`src/rtl/aes_pkg.sv`:
```
// Shared AES helpers: GF(2^8) multiply-by-constant functions built from
// xtime chains, the column-serial stage FSM encoding and state geometry.
// The SubBytes and key-expansion stages import the same package.
package aes_pkg;

   localparam int STATE_W = 128;
   localparam int COL_W   = 32;
   localparam int NCOL    = 4;

   typedef enum logic [1:0] {
      IDLE = 2'd0,
      BUSY = 2'd1,
      DONE = 2'd2
   } mc_state_e;

   // Multiply by x modulo the AES polynomial x^8+x^4+x^3+x+1
   function automatic logic [7:0] xtime(input logic [7:0] b);
      return {b[6:0], 1'b0} ^ (b[7] ? 8'h1b : 8'h00);
   endfunction

   function automatic logic [7:0] gf_mul2(input logic [7:0] b);
      return xtime(b);
   endfunction

   function automatic logic [7:0] gf_mul3(input logic [7:0] b);
      return xtime(b) ^ b;
   endfunction

   // 9 = 8 + 1
   function automatic logic [7:0] gf_mul9(input logic [7:0] b);
      logic [7:0] x8;
      x8 = xtime(xtime(xtime(b)));
      return x8 ^ b;
   endfunction

   // 0B = 8 + 2 + 1
   function automatic logic [7:0] gf_mulb(input logic [7:0] b);
      logic [7:0] x2;
      logic [7:0] x8;
      x2 = xtime(b);
      x8 = xtime(xtime(x2));
      return x8 ^ x2 ^ b;
   endfunction

   // 0D = 8 + 4 + 1
   function automatic logic [7:0] gf_muld(input logic [7:0] b);
      logic [7:0] x4;
      logic [7:0] x8;
      x4 = xtime(xtime(b));
      x8 = xtime(x4);
      return x8 ^ x4 ^ b;
   endfunction

   // 0E = 8 + 4 + 2
   function automatic logic [7:0] gf_mule(input logic [7:0] b);
      logic [7:0] x2;
      logic [7:0] x4;
      logic [7:0] x8;
      x2 = xtime(b);
      x4 = xtime(x2);
      x8 = xtime(x4);
      return x8 ^ x4 ^ x2;
   endfunction

endpackage

```
`src/rtl/mix_columns_serial_if.sv`:
```
// Handshake bundle between ShiftRows, the column-serial mixer and
// AddRoundKey. The master side is the upstream/downstream environment,
// the slave side is the mixer stage itself.
interface mix_columns_serial_if;
   import aes_pkg::*;

   logic                 in_valid;
   logic                 in_ready;
   logic [0:STATE_W-1]   in_state;
   logic                 in_inv;
   logic                 in_bypass;
   logic                 out_valid;
   logic                 out_ready;
   logic [0:STATE_W-1]   out_state;

   modport master (
      output in_valid,
      output in_state,
      output in_inv,
      output in_bypass,
      output out_ready,
      input  in_ready,
      input  out_valid,
      input  out_state
   );

   modport slave (
      input  in_valid,
      input  in_state,
      input  in_inv,
      input  in_bypass,
      input  out_ready,
      output in_ready,
      output out_valid,
      output out_state
   );

endinterface

```
`src/rtl/mix_column_word.sv`:
```
// Single 32-bit column mixer, purely combinational. Row 0 sits in the
// most significant byte of the word. Forward and inverse use the same
// rotating coefficient pattern with {02,03,01,01} or {0E,0B,0D,09}.
module mix_column_word
   import aes_pkg::*;
(
   input  logic [COL_W-1:0] col,
   input  logic             inv,
   output logic [COL_W-1:0] mixed
);

   logic [7:0] a0;
   logic [7:0] a1;
   logic [7:0] a2;
   logic [7:0] a3;

   assign a0 = col[31:24];
   assign a1 = col[23:16];
   assign a2 = col[15:8];
   assign a3 = col[7:0];

   // Select forward or inverse matrix product for this column
   always_comb begin
      mixed = '0;
      if (inv) begin
         mixed[31:24] = gf_mule(a0) ^ gf_mulb(a1) ^ gf_muld(a2) ^ gf_mul9(a3);
         mixed[23:16] = gf_mul9(a0) ^ gf_mule(a1) ^ gf_mulb(a2) ^ gf_muld(a3);
         mixed[15:8]  = gf_muld(a0) ^ gf_mul9(a1) ^ gf_mule(a2) ^ gf_mulb(a3);
         mixed[7:0]   = gf_mulb(a0) ^ gf_muld(a1) ^ gf_mul9(a2) ^ gf_mule(a3);
      end else begin
         mixed[31:24] = gf_mul2(a0) ^ gf_mul3(a1) ^ a2          ^ a3;
         mixed[23:16] = a0          ^ gf_mul2(a1) ^ gf_mul3(a2) ^ a3;
         mixed[15:8]  = a0          ^ a1          ^ gf_mul2(a2) ^ gf_mul3(a3);
         mixed[7:0]   = gf_mul3(a0) ^ a1          ^ a2          ^ gf_mul2(a3);
      end
   end

endmodule

```
`src/rtl/mix_columns_serial.sv`:
```
// Column-serial MixColumns / InvMixColumns stage. A block is captured
// into the work register, then one column per cycle is passed through
// the shared mixer and written back in place. Bypass blocks skip the
// column passes and are presented on the very next cycle, which is what
// the final AES round needs.
module mix_columns_serial
   import aes_pkg::*;
(
   input  logic                  clk,
   input  logic                  rst_n,
   mix_columns_serial_if.slave   bus
);

   mc_state_e            state;
   mc_state_e            state_next;
   logic [1:0]           col;
   logic [0:STATE_W-1]   work;
   logic                 inv;
   logic                 bypass;
   logic                 ready_en;
   logic                 accept;
   logic                 in_ready_int;
   logic [COL_W-1:0]     col_word;
   logic [COL_W-1:0]     col_mixed;

   // in_ready must stay low while reset is held and only rise on the
   // first clock after release, so it is gated by this flag
   always_ff @(posedge clk or negedge rst_n) begin
      if (!rst_n) begin
         ready_en <= 1'b0;
      end else begin
         ready_en <= 1'b1;
      end
   end

   // Pick the column currently being transformed out of the work register
   always_comb begin
      col_word = work[COL_W*int'(col) +: COL_W];
   end

   mix_column_word u_mix (
      .col   (col_word),
      .inv   (inv),
      .mixed (col_mixed)
   );

   // FSM state register; reset discards any block in flight
   always_ff @(posedge clk or negedge rst_n) begin
      if (!rst_n) begin
         state <= IDLE;
      end else begin
         state <= state_next;
      end
   end

   // Next-state and handshake decode; DONE can hand off and accept in
   // the same cycle so blocks stream back-to-back
   always_comb begin
      state_next    = state;
      in_ready_int  = 1'b0;
      accept        = 1'b0;
      bus.out_valid = 1'b0;
      unique case (state)
         IDLE: begin
            in_ready_int = ready_en;
            if (ready_en && bus.in_valid) begin
               accept     = 1'b1;
               state_next = bus.in_bypass ? DONE : BUSY;
            end
         end
         BUSY: begin
            if (col == 2'd3) begin
               state_next = DONE;
            end
         end
         DONE: begin
            bus.out_valid = 1'b1;
            if (bus.out_ready) begin
               in_ready_int = ready_en;
               if (ready_en && bus.in_valid) begin
                  accept     = 1'b1;
                  state_next = bus.in_bypass ? DONE : BUSY;
               end else begin
                  state_next = IDLE;
               end
            end
         end
         default: begin
            state_next = IDLE;
         end
      endcase
   end

   assign bus.in_ready  = in_ready_int;
   assign bus.out_state = work;

   // Work register, mode flags and column counter; a new block overwrites
   // everything, otherwise BUSY writes back one mixed column per cycle and
   // the 2-bit counter wraps to 0 as the last column is written. The
   // bypass flag also blocks write-back as a guard against a stray BUSY.
   always_ff @(posedge clk or negedge rst_n) begin
      if (!rst_n) begin
         work   <= '0;
         inv    <= 1'b0;
         bypass <= 1'b0;
         col    <= 2'd0;
      end else if (accept) begin
         work   <= bus.in_state;
         inv    <= bus.in_inv;
         bypass <= bus.in_bypass;
         col    <= 2'd0;
      end else if (state == BUSY && !bypass) begin
         work[COL_W*int'(col) +: COL_W] <= col_mixed;
         col                            <= col + 2'd1;
      end
   end

endmodule

```
`src/flat_wrapper.sv`:
```
// flat-port wrapper written by rule: the top's interface ports become plain ports
module mix_columns_serial_flat import aes_pkg::*;
  (clk, rst_n, bus_in_valid, bus_in_state, bus_in_inv, bus_in_bypass, bus_out_ready, bus_in_ready, bus_out_valid, bus_out_state);
  mix_columns_serial_if bus_i ();
  input  logic clk;
  input  logic rst_n;
  input wire logic [$bits(bus_i.in_valid)-1:0] bus_in_valid;
  input wire logic [$bits(bus_i.in_state)-1:0] bus_in_state;
  input wire logic [$bits(bus_i.in_inv)-1:0] bus_in_inv;
  input wire logic [$bits(bus_i.in_bypass)-1:0] bus_in_bypass;
  input wire logic [$bits(bus_i.out_ready)-1:0] bus_out_ready;
  output wire logic [$bits(bus_i.in_ready)-1:0] bus_in_ready;
  output wire logic [$bits(bus_i.out_valid)-1:0] bus_out_valid;
  output wire logic [$bits(bus_i.out_state)-1:0] bus_out_state;
  assign bus_i.in_valid = bus_in_valid;
  assign bus_i.in_state = bus_in_state;
  assign bus_i.in_inv = bus_in_inv;
  assign bus_i.in_bypass = bus_in_bypass;
  assign bus_i.out_ready = bus_out_ready;
  assign bus_in_ready = bus_i.in_ready;
  assign bus_out_valid = bus_i.out_valid;
  assign bus_out_state = bus_i.out_state;
  mix_columns_serial u_core (.clk(clk), .rst_n(rst_n), .bus(bus_i));
endmodule
```
`config.mk`:
```
export PLATFORM = sky130hd
export DESIGN_NAME = mix_columns_serial_flat
export DESIGN_NICKNAME = d
export VERILOG_FILES = /design/src/rtl/aes_pkg.sv /design/src/rtl/mix_columns_serial_if.sv /design/src/rtl/mix_column_word.sv /design/src/rtl/mix_columns_serial.sv /design/src/flat_wrapper.sv
export SDC_FILE = /design/constraint.sdc
export NUM_CORES = 1
export LEC_CHECK = 0
export BUFFER_PORTS_ARGS = -buffer_cell sky130_fd_sc_hd__buf_4
export CAP_MARGIN = 20
export CELL_PAD_IN_SITES_DETAIL_PLACEMENT = 1
export CELL_PAD_IN_SITES_GLOBAL_PLACEMENT = 2
export CORE_MARGIN = 10
export CORE_UTILIZATION = 25
export CTS_BUF_LIST = sky130_fd_sc_hd__clkbuf_2
export CTS_CLUSTER_DIAMETER = 100
export DETAILED_ROUTE_END_ITERATION = 7
export PLACE_DENSITY_LB_ADDON = 0.1
export SYNTH_ARGS = -nofsm -noshare
export SYNTH_HDL_FRONTEND = slang
export SYNTH_HIERARCHICAL = 1
export SYNTH_SLANG_ARGS = --single-unit
```
`constraint.sdc`:
```
create_clock -name clk -period 3.45 [get_ports clk]
set_clock_uncertainty 0.05 [all_clocks]
set_input_delay 0.69 -clock clk [delete_from_list [all_inputs] [get_ports clk]]
set_output_delay 0.69 -clock clk [all_outputs]
set_load 0.05 [all_outputs]
```
==> impl_metrics.json, run 1 <==
{
  "status": "finished with violations",
  "violations": "setup timing",
  "relSlewSlack_pct": 49.40,
  "fmax_mhz": 285.4,
  "fill_cells": 4667,
  "ys_seq_elements": 135,
  "gp_congestion": 0.8953,
  "hold_viol": 0,
  "met2_length_mm": 26.28,
  "pin_count": 264,
  "syn_inst": 1103,
  "overflow": 0,
  "slew_violations": 0,
  "dr.pass1.iters": 5,
  "worst-r2r-cell-count": 13,
  "async_flop_share_pct": 100.0,
  "syn-num-nets": 1241,
  "hpwl_mm": 39.96,
  "initial_core_util_pct": 25.44,
  "drt_iter0_markers": 777,
  "wl_met1_mm": 24.87,
  "max-cap-violations": 0,
  "grt_pass1_vias": 11560,
  "rsz0062_at_grt": "true",
  "crit_path_end_kind": "flip-flop",
  "start_kind": "flip-flop",
  "ant_nets": 0,
  "rr_endpoint": "u_core/bus.out_state[108]$_DFFE_PN0P_",
  "synth_area_mm2": 0.01043,
  "routed.top_layer": "met4",
  "grt_pass1_wl_mm": 80.49,
  "synth_area_per_cell_um2": 9.459,
  "crit_type": "reg2reg",
  "arrival_ps": 4240,
  "cts_buffer_depth": 2,
  "yosysUniqueCellTypes": 40,
  "antenna_found_initial": 3,
  "timing.rr.start": "u_core/col[0]$_DFFE_PN0P_",
  "yosys_warnings": 6,
  "cts_tree": "done",
  "design.die.area_mm2": 0.05031,
  "drive_gt1_share_pct": 40.89,
  "die_w_um": 224.3,
  "cp_max_fo": 8,
  "fp-row-count": 74,
  "fin_crit_sh_pct": 101.6,
  "wl_met3_mm": 2.613,
  "grt_max_degree": 73,
  "cp-startpoint": "u_core/col[0]$_DFFE_PN0P_",
  "clkSlewWorstSetupHoldPaths_ps": 220,
  "clockRootBuffer": "clkbuf_2",
  "io_buffers": 263,
  "routed_wirelength_mm": 54.91,
  "hold_class": "in2reg",
  "wl_per_cell_um": 26.80,
  "mostFrequentLayoutCell": "buf_4",
  "cp-endpoint": "u_core/bus.out_state[108]$_DFFE_PN0P_",
  "nNetsFinal": 1640,
  "cts_sinks": 135,
  "ys_seq_area_share_pct": 32.38,
  "area_delta_synth_final_pct": 48.68,
  "critPathRequiredTime_ps": 4180,
  "h-tree-depth": 4,
  "setup_viol": 17,
  "worstMarginPinSlew_ps": 758.6,
  "setup_ws_ps": -54.17,
  "clock_latency_ps": 860,
  "drc": 0,
  "vias": 10670,
  "layout_common_cells": "427 x buf_4, 132 x dfrtp_1, 128 x nor4_1",
  "r2r_setup_slack_ps": -50,
  "via_per_inst": 5.206,
  "synth_flop_cell": "dfrtp_1",
  "synth_edf_count": 0,
  "numCtsBuffers": 17,
  "layout_min_cycle_time_ps": 3504,
  "dieHeight_um": 224.3,
  "track_usage_pct": 21.36,
  "final_util_pct": 37.82,
  "core_mm2": 0.04102
}
critical path, cell delays in order (launching register included):
cell,delay [ps]
dfrtp_4,510
buf_6,180
buf_6,130
mux4_2,580
buf_6,170
xnor2_4,130
xnor2_2,250
xnor3_1,500
xnor2_1,210
nand2_1,120
xnor2_2,210
buf_4,170
nand4_1,90
a31oi_1,170
flip-flops by register name (all words and copies together), names as in the netlist:
name	cells
u_core/bus.out_state	128
u_core/state	2
u_core/col	2
u_core/inv	1
u_core/ready_en	1
u_core/bypass	1
how the worst min path moves through the flow:
stage | start | endpoint | slack (ps) | cells past startpoint
after floorplan | rst_n | u_core/bus.out_state[0]$_DFFE_PN0P_ | 340 | 0
after global placement | u_core/inv$_DFFE_PN0P_ | u_core/inv$_DFFE_PN0P_ | 450 | 1
after detailed placement | u_core/inv$_DFFE_PN0P_ | u_core/inv$_DFFE_PN0P_ | 470 | 1
after CTS | bus_in_state[28] | u_core/bus.out_state[99]$_DFFE_PN0P_ | 0.1 | 3
after global routing | bus_in_state[45] | u_core/bus.out_state[82]$_DFFE_PN0P_ | 1 | 3
final | bus_in_state[72] | u_core/bus.out_state[55]$_DFFE_PN0P_ | 90 | 3
cells in the mapped netlist, types with 2 or more instances:
cell type  count  area share (%)
xnor3_1       12             2.6
nor4bb_1       5            0.48
xor2_2         3            0.47
xnor2_1      144              12
o21ai_0        4            0.19
mux4_2        32             6.9
xnor3_2        3            0.68
xnor2_2        3            0.47
buf_6         14             1.5
nand4_1       32             1.9
ha_1           4            0.48
nand2_1       78             2.8
mux2_2         2            0.22
nor4_1       128             7.7
buf_4         13            0.94
a31oi_2       10             1.2
xor2_1        45             3.8
nand3_1       96             4.6
nand2b_1      64             3.8
nor2b_1        4            0.24
buf_2         40             1.9
clkbuf_8       2            0.26
a21oi_1       10            0.48
nand4bb_1      2            0.22
dfrtp_1      135              32
nor2_1        11            0.40
mux2i_1        5            0.48
a31oi_1      119             7.1
clkbuf_1      68             2.4
buf_1          2           0.072
inv_1          4            0.14
layout make-up:
class | instances | area, um2 | share of cell area [%]
diodes | 3 | 7.507 | 0.04839
multi-input cells | 824 | 6894 | 44.44
inverters | 4 | 15.01 | 0.09679
clock buffers | 20 | 100.1 | 0.6453
clock inverters | 11 | 108.9 | 0.7017
flip-flops and latches | 135 | 3387 | 21.83
well taps | 532 | 665.6 | 4.291
repair buffers | 520 | 4334 | 27.94
timing repair:
action,CTS,global route
gates cloned,1,0
setup buffers,22,14
endpoints found under the hold margin,105,1
pin swaps,28,32
gates resized for setup,33,51
hold buffers,62,1
setup endpoints to repair,46,110
kinds of logic (layout without fill, tap and decap cells):
logic type / count (synthesis) / in the layout / share of synthesized area, %
mux: 39 / 39 / 7.603
buf+inv: 144 / 555 / 7.339
simple gates: 425 / 425 / 22.59
xor+xnor: 212 / 212 / 20.57
compound gates: 143 / 143 / 9.006
other cells: 1 / 4 / 0.03594
fa+ha+maj: 4 / 4 / 0.4797
flops: 135 / 135 / 32.38
stage by stage:
stage          hold slack [ps]  instances  cell area, um2  setup slack [ps]  setup TNS [ps]
2_1_floorplan            344.4       1103           10440             1.594               0
3_3_place_gp             447.6       1918           13840            -135.6          -752.9
3_5_place_dp             468.0       1918           13840            -167.1           -1313
4_1_cts                 0.1131       2034           15080            -67.83           -1006
5_1_grt                  1.360       2049           15510            -194.9           -9086
6_report                 86.49       2049           15510            -54.17          -258.7
per-layer routing:
metal	up-vias	global-route usage (%)
li1	4839	-
met1	5490	28.44
met2	290	34.57
met3	49	4.099
met4	0	6.098
met5	-	0
Power of run 1 is left out: the tool's default activity adds up to more than one toggle a clock period on the data nets, which glitch-free logic cannot reach.
==> inputs of run 2 (changes only) <==
Settings changed: ABC_AREA set to 1.
==> impl_metrics.json, run 2 <==
{
  "initial_core_util_pct": 25.42,
  "yosys-top-cells-count": "1025 x nand2_1, 272 x inv_1, 242 x nand3_1, 135 x dfrtp_1, 132 x xor2_1",
  "core_mm2": 0.05803,
  "drt_iter0_markers": 1098,
  "clockRootBuffer": "clkbuf_2",
  "cts_tree": "done",
  "grt_pass1_wl_mm": 129.7,
  "whs_path_depth": 5,
  "hold_viol": 0,
  "async_flop_share_pct": 100.0,
  "vias": 18700,
  "ant_nets": 0,
  "yosys_warnings": 6,
  "hold_class": "in2reg",
  "slew_violations": 0,
  "synth_area_mm2": 0.01475,
  "largest_register_ffs": 128,
  "grt_pass1_vias": 19500,
  "cts_sinks": 135,
  "design_area_mm2": 0.02140,
  "hpwl_mm": 69.04,
  "timing.rr.start": "u_core/col[0]$_DFFE_PN0P_",
  "syn_inst": 2518,
  "p_total_mw": 2.891,
  "yosys.area.top_type": "nand2_1",
  "ys_seq_area_share_pct": 22.90,
  "synth_most_common_cell": "nand2_1",
  "antenna_found_initial": 1,
  "relSlewSlack_pct": 34.75,
  "critPathRequiredTime_ps": 4220,
  "numCtsBuffers": 17,
  "p_per_area_mw_per_mm2": 135.1,
  "synth_flop_cell": "dfrtp_1",
  "routed_wirelength_mm": 88.43,
  "die_w_um": 262.9,
  "synth_area_per_cell_um2": 5.858,
  "synth_top_area_share_pct": 26.08,
  "area_delta_synth_final_pct": 45.05,
  "layout_min_cycle_time_ps": 3435,
  "drive_gt1_share_pct": 29.55,
  "layout_common_cells": "955 x nand2_1, 528 x buf_4, 257 x inv_1",
  "place_ws_ps": -338.9,
  "yosysUniqueCellTypes": 38,
  "setup_viol": 0,
  "synth.area.top_cells": "nand2_1 26%, dfrtp_1 23%, nand3_1 8.2%",
  "wl_met1_mm": 40.66,
  "crit_path_end_kind": "flip-flop",
  "overflow": 0,
  "r2r_setup_slack_ps": 20,
  "io_buffers": 263,
  "syn-num-nets": 2656,
  "worst-r2r-cell-count": 17,
  "min_to": "u_core/bus.out_state[13]$_DFFE_PN0P_",
  "arrival_ps": 4210,
  "met2_length_mm": 41.88,
  "clkSlewWorstSetupHoldPaths_ps": 260,
  "leakagePower_nw": 11.50,
  "rsz0062_at_grt": "true",
  "mostFrequentLayoutCell": "nand2_1",
  "worstMarginPinSlew_ps": 978.8,
  "synth_edf_count": 0,
  "status": "completed",
  "fin_crit_sh_pct": 99.56,
  "drc": 0,
  "fp-row-count": 88,
  "dr.pass1.iters": 5,
  "min_from": "bus_in_state[114]",
  "track_usage_pct": 24.45,
  "max-cap-violations": 0,
  "start_kind": "flip-flop",
  "ys_seq_elements": 135,
  "wl_per_cell_um": 23.34,
  "cts_buffer_depth": 2,
  "wl_met3_mm": 3.429,
  "clock_latency_ps": 900,
  "rr_endpoint": "u_core/bus.out_state[37]$_DFFE_PN0P_",
  "gp_congestion": 0.9207,
  "via_per_inst": 4.935,
  "crit_type": "reg2reg",
  "design.die.area_mm2": 0.06912,
  "peakVddDrop_mv": 0.1663,
  "routed.top_layer": "met4",
  "setup_ws_ps": 15.20,
  "pin_count": 264,
  "cp_max_fo": 25,
  "fmax_mhz": 291.1,
  "h-tree-depth": 4,
  "dieHeight_um": 262.9,
  "place_area_mm2": 0.01913,
  "setup_tns_ps": 0,
  "nNetsFinal": 3147,
  "grt_max_degree": 130
}
run 2: cell count changes in the layout (fill, tap and decap cells not counted), sizes merged, moves of 85 or more:
cell   change
xnor2     -85
nor2     +108
nor4     -128
inv      +306
nand2    +999
nand4     +98
a31oi    -128
buf      +116
nand3    +149
xor2      +85
run 2: per-stage QoR:
stage | utilization, % | hold slack [ps] | std cells
2_1_floorplan | - | 344.4 | 2518
3_3_place_gp | 32.97 | 444.3 | 3658
3_5_place_dp | 32.97 | 456.1 | 3658
4_1_cts | 34.93 | 0.003220 | 3751
5_1_grt | 36.88 | 25.80 | 3789
6_report | 36.88 | 83.03 | 3789
run 2: power breakdown:
part           switching [mW]  leakage [nW]  internal, mW
Sequential           0.000259          1.20          1.59
Combinational           0.132          10.2         0.151
Clock                   0.799         0.125         0.221
Total                   0.932          11.5          1.96
run 2: logic make-up (layout without fill, tap and decap cells):
logic type	after synthesis	in the layout	synth area share, %
xor+xnor	196	196	11.94
fa+ha+maj	4	4	0.3393
flops	135	135	22.90
other cells	1	3	0.02542
compound gates	135	135	4.894
buf+inv	460	964	13.44
simple gates	1587	1587	46.45
run 2: layout make-up:
type | count | area, um2
Fill cell | 7504 | 36630
Multi-Input combinational cell | 1923 | 10370
Timing Repair Buffer | 630 | 5298
Sequential cell | 135 | 3382
Inverter | 302 | 1170
Tap cell | 765 | 957.2
Clock inverter | 15 | 133.9
Clock buffer | 17 | 85.08
Antenna cell | 2 | 5.005
run 2: worst max path at each step:
stage / cells past startpoint / endpoint / from
global route: 24 / u_core/bus.out_state[20]$_DFFE_PN0P_ / u_core/col[0]$_DFFE_PN0P_
finish: 17 / u_core/bus.out_state[37]$_DFFE_PN0P_ / u_core/col[0]$_DFFE_PN0P_
CTS: 25 / u_core/bus.out_state[106]$_DFFE_PN0P_ / u_core/col[0]$_DFFE_PN0P_
global placement: 25 / u_core/bus.out_state[36]$_DFFE_PN0P_ / u_core/col[0]$_DFFE_PN0P_
floorplan: 24 / u_core/bus.out_state[68]$_DFFE_PN0P_ / u_core/col[0]$_DFFE_PN0P_
detailed placement: 25 / u_core/bus.out_state[36]$_DFFE_PN0P_ / u_core/col[0]$_DFFE_PN0P_
run 2: worst max-delay path, cell delays in order (launching register included):
cell and delay [ps]:
dfrtp_4 600, buf_16 190, nor2_1 350, o22ai_2 250, buf_4 220, xnor2_1 220, xor2_2 280, xnor2_1 190
a21oi_1 90, o21ai_0 150, nand2_1 110, buf_4 170, nand2_1 60, inv_1 50, nand2_1 110, nand2_1 80
nand3_1 130, nand2_1 60
run 2: routing by layer:
metal	GRT usage (%)	vias up
met4	6.987	0
met5	0	-
met1	32.59	9364
li1	-	8814
met2	40.74	441
met3	2.852	81
run 2: what timing repair did:
item / 4_1_cts / 5_1_grt
cloned: 1 / 3
pin swaps: 8 / 36
endpoints found under the setup margin: 104 / 124
gates resized for setup: 73 / 203
buffers inserted: 6 / 33
hold endpoints to repair: 119 / 0
hold buffers: 54 / 0
(Power assumes the default switching activity.)
==> inputs of run 3 (changes only) <==
==> constraint.sdc (replaced) <==
create_clock -name clk -period 3.45 [get_ports clk]
set_clock_uncertainty 0.05 [all_clocks]
set_input_delay 0.345 -clock clk [delete_from_list [all_inputs] [get_ports clk]]
set_output_delay 0.345 -clock clk [all_outputs]
set_load 0.05 [all_outputs]
==> impl_metrics.json, run 3 (same netlist as run 2, synthesis figures left out) <==
{
  "clkSlewWorstSetupHoldPaths_ps": 260,
  "core_mm2": 0.05803,
  "fmax_mhz": 292.9,
  "relSlewSlack_pct": 30.36,
  "start_kind": "flip-flop",
  "track_usage_pct": 24.45,
  "r2r_setup_slack_ps": 40,
  "grt_max_degree": 130,
  "status": "completed",
  "fill_cells": 7359,
  "fp-row-count": 88,
  "crit_top_cell": "nand2_1",
  "ant_nets": 0,
  "hold_viol": 0,
  "layout_common_cells": "893 x nand2_1, 525 x buf_4, 241 x inv_1",
  "wl_per_cell_um": 22.84,
  "grt_pass1_wl_mm": 129.4,
  "dr.pass1.iters": 5,
  "h-tree-depth": 4,
  "slew_violations": 0,
  "cpMaxStageDelayCell": "dfrtp_4",
  "die_w_um": 262.9,
  "hold_class": "in2reg",
  "critPathRequiredTime_ps": 4220,
  "final_cells": 3897,
  "leakagePower_nw": 12.25,
  "overflow": 0,
  "crit_type": "reg2reg",
  "cp_max_fo": 7,
  "mostFrequentLayoutCell": "nand2_1",
  "vias": 18990,
  "io_buffers": 263,
  "crit_path_end_kind": "flip-flop",
  "fin_crit_sh_pct": 98.96,
  "clockRootBuffer": "clkbuf_2",
  "design.die.area_mm2": 0.06912,
  "cts_sinks": 135,
  "p_per_area_mw_per_mm2": 138.6,
  "dieHeight_um": 262.9,
  "peakVddDrop_mv": 0.1774,
  "area_delta_synth_final_pct": 58.76,
  "drc": 0,
  "arrival_ps": 4180,
  "largest_register_ffs": 128,
  "initial_core_util_pct": 25.42,
  "worstMarginPinSlew_ps": 1043,
  "cts_tree": "done",
  "layout_min_cycle_time_ps": 3414,
  "via_per_inst": 4.874,
  "pin_count": 264,
  "final_util_pct": 40.36,
  "gp_congestion": 0.9240,
  "design_area_mm2": 0.02342,
  "drt_iter0_markers": 995,
  "setup_viol": 0,
  "grt_pass1_vias": 19760,
  "max-cap-violations": 0,
  "numCtsBuffers": 17,
  "clock_latency_ps": 890,
  "nNetsFinal": 3255,
  "antenna_found_initial": 2,
  "routed_wirelength_mm": 89.00,
  "hpwl_mm": 68.16,
  "p_total_mw": 3.246,
  "setup_tns_ps": 0,
  "rsz0062_at_grt": "true",
  "slowest_delay_ps": 590,
  "place_area_mm2": 0.01922,
  "cts_buffer_depth": 2,
  "placedCellCount": 3672,
  "drive_gt1_share_pct": 34.19
}
[run 3: area by class of cell]
type | count | area (um2) | area share, %
multi-input combinational | 1923 | 11100 | 47.40
timing repair buffer | 738 | 6482 | 27.68
sequential | 135 | 3382 | 14.44
inverter | 302 | 1185 | 5.059
tap | 765 | 957.2 | 4.087
clock inverter | 15 | 222.7 | 0.9510
clock buffer | 17 | 85.08 | 0.3633
antenna | 2 | 5.005 | 0.02137
[run 3: path summary, 6_finish.rpt]
path,cells past startpoint,endpoint,from
max in group asynchronous,4,u_core/bus.out_state[114]$_DFFE_PN0P_,rst_n
worst min register to register,2,u_core/bus.out_state[86]$_DFFE_PN0P_,u_core/bus.out_state[86]$_DFFE_PN0P_
worst max-delay path,28,u_core/bus.out_state[76]$_DFFE_PN0P_,u_core/col[0]$_DFFE_PN0P_
worst max register to register,28,u_core/bus.out_state[76]$_DFFE_PN0P_,u_core/col[0]$_DFFE_PN0P_
worst min-delay path,3,u_core/state[0]$_DFFE_PN0P_,bus_in_bypass
min in group asynchronous,4,u_core/bus.out_state[60]$_DFFE_PN0P_,rst_n
[run 3: timing repair]
| action | 4_1_cts | 5_1_grt |
|---|---|---|
| hold buffers | 135 | 0 |
| setup endpoints to repair | 105 | 127 |
| cloned | 0 | 3 |
| setup buffers | 4 | 51 |
| endpoints found under the hold margin | 263 | 0 |
| pin swaps | 12 | 152 |
| gates resized for setup | 92 | 446 |
[run 3: critical path, delay by kind of cell, from the launching register on]
family | cells | cell delay (ps)
and+or+nand+nor | 18 | 1420
buffers and inverters | 9 | 1060
DFF | 1 | 590
AOI/OAI and AO/OA | 1 | 200
[run 3: stage by stage]
| stage | hold WS, ps | setup slack [ps] |
|---|---|---|
| floorplan | -0.5911 | 434.8 |
| global placement | 359.0 | -228.7 |
| detailed placement | 362.3 | -290.5 |
| CTS | 41.43 | 0.4836 |
| global route | 56.48 | -152.3 |
| finish | 141.4 | 35.98 |
[run 3: metal layers]
layer  track usage (%)  part of all wire (%)  up-vias
met5                 0                     0        -
met2             40.27                    48      492
met4             8.428                   3.3        0
met1             32.32                    45     9356
li1                  -                     -     9030
met3             3.057                   4.5      115
[run 3: power by group]
group / leakage (nW) / total, mW / switching, mW / internal, mW
clock network: 0.173 / 1.29 / 0.740 / 0.553
logic: 10.9 / 0.365 / 0.152 / 0.213
registers: 1.20 / 1.59 / 0.000312 / 1.59
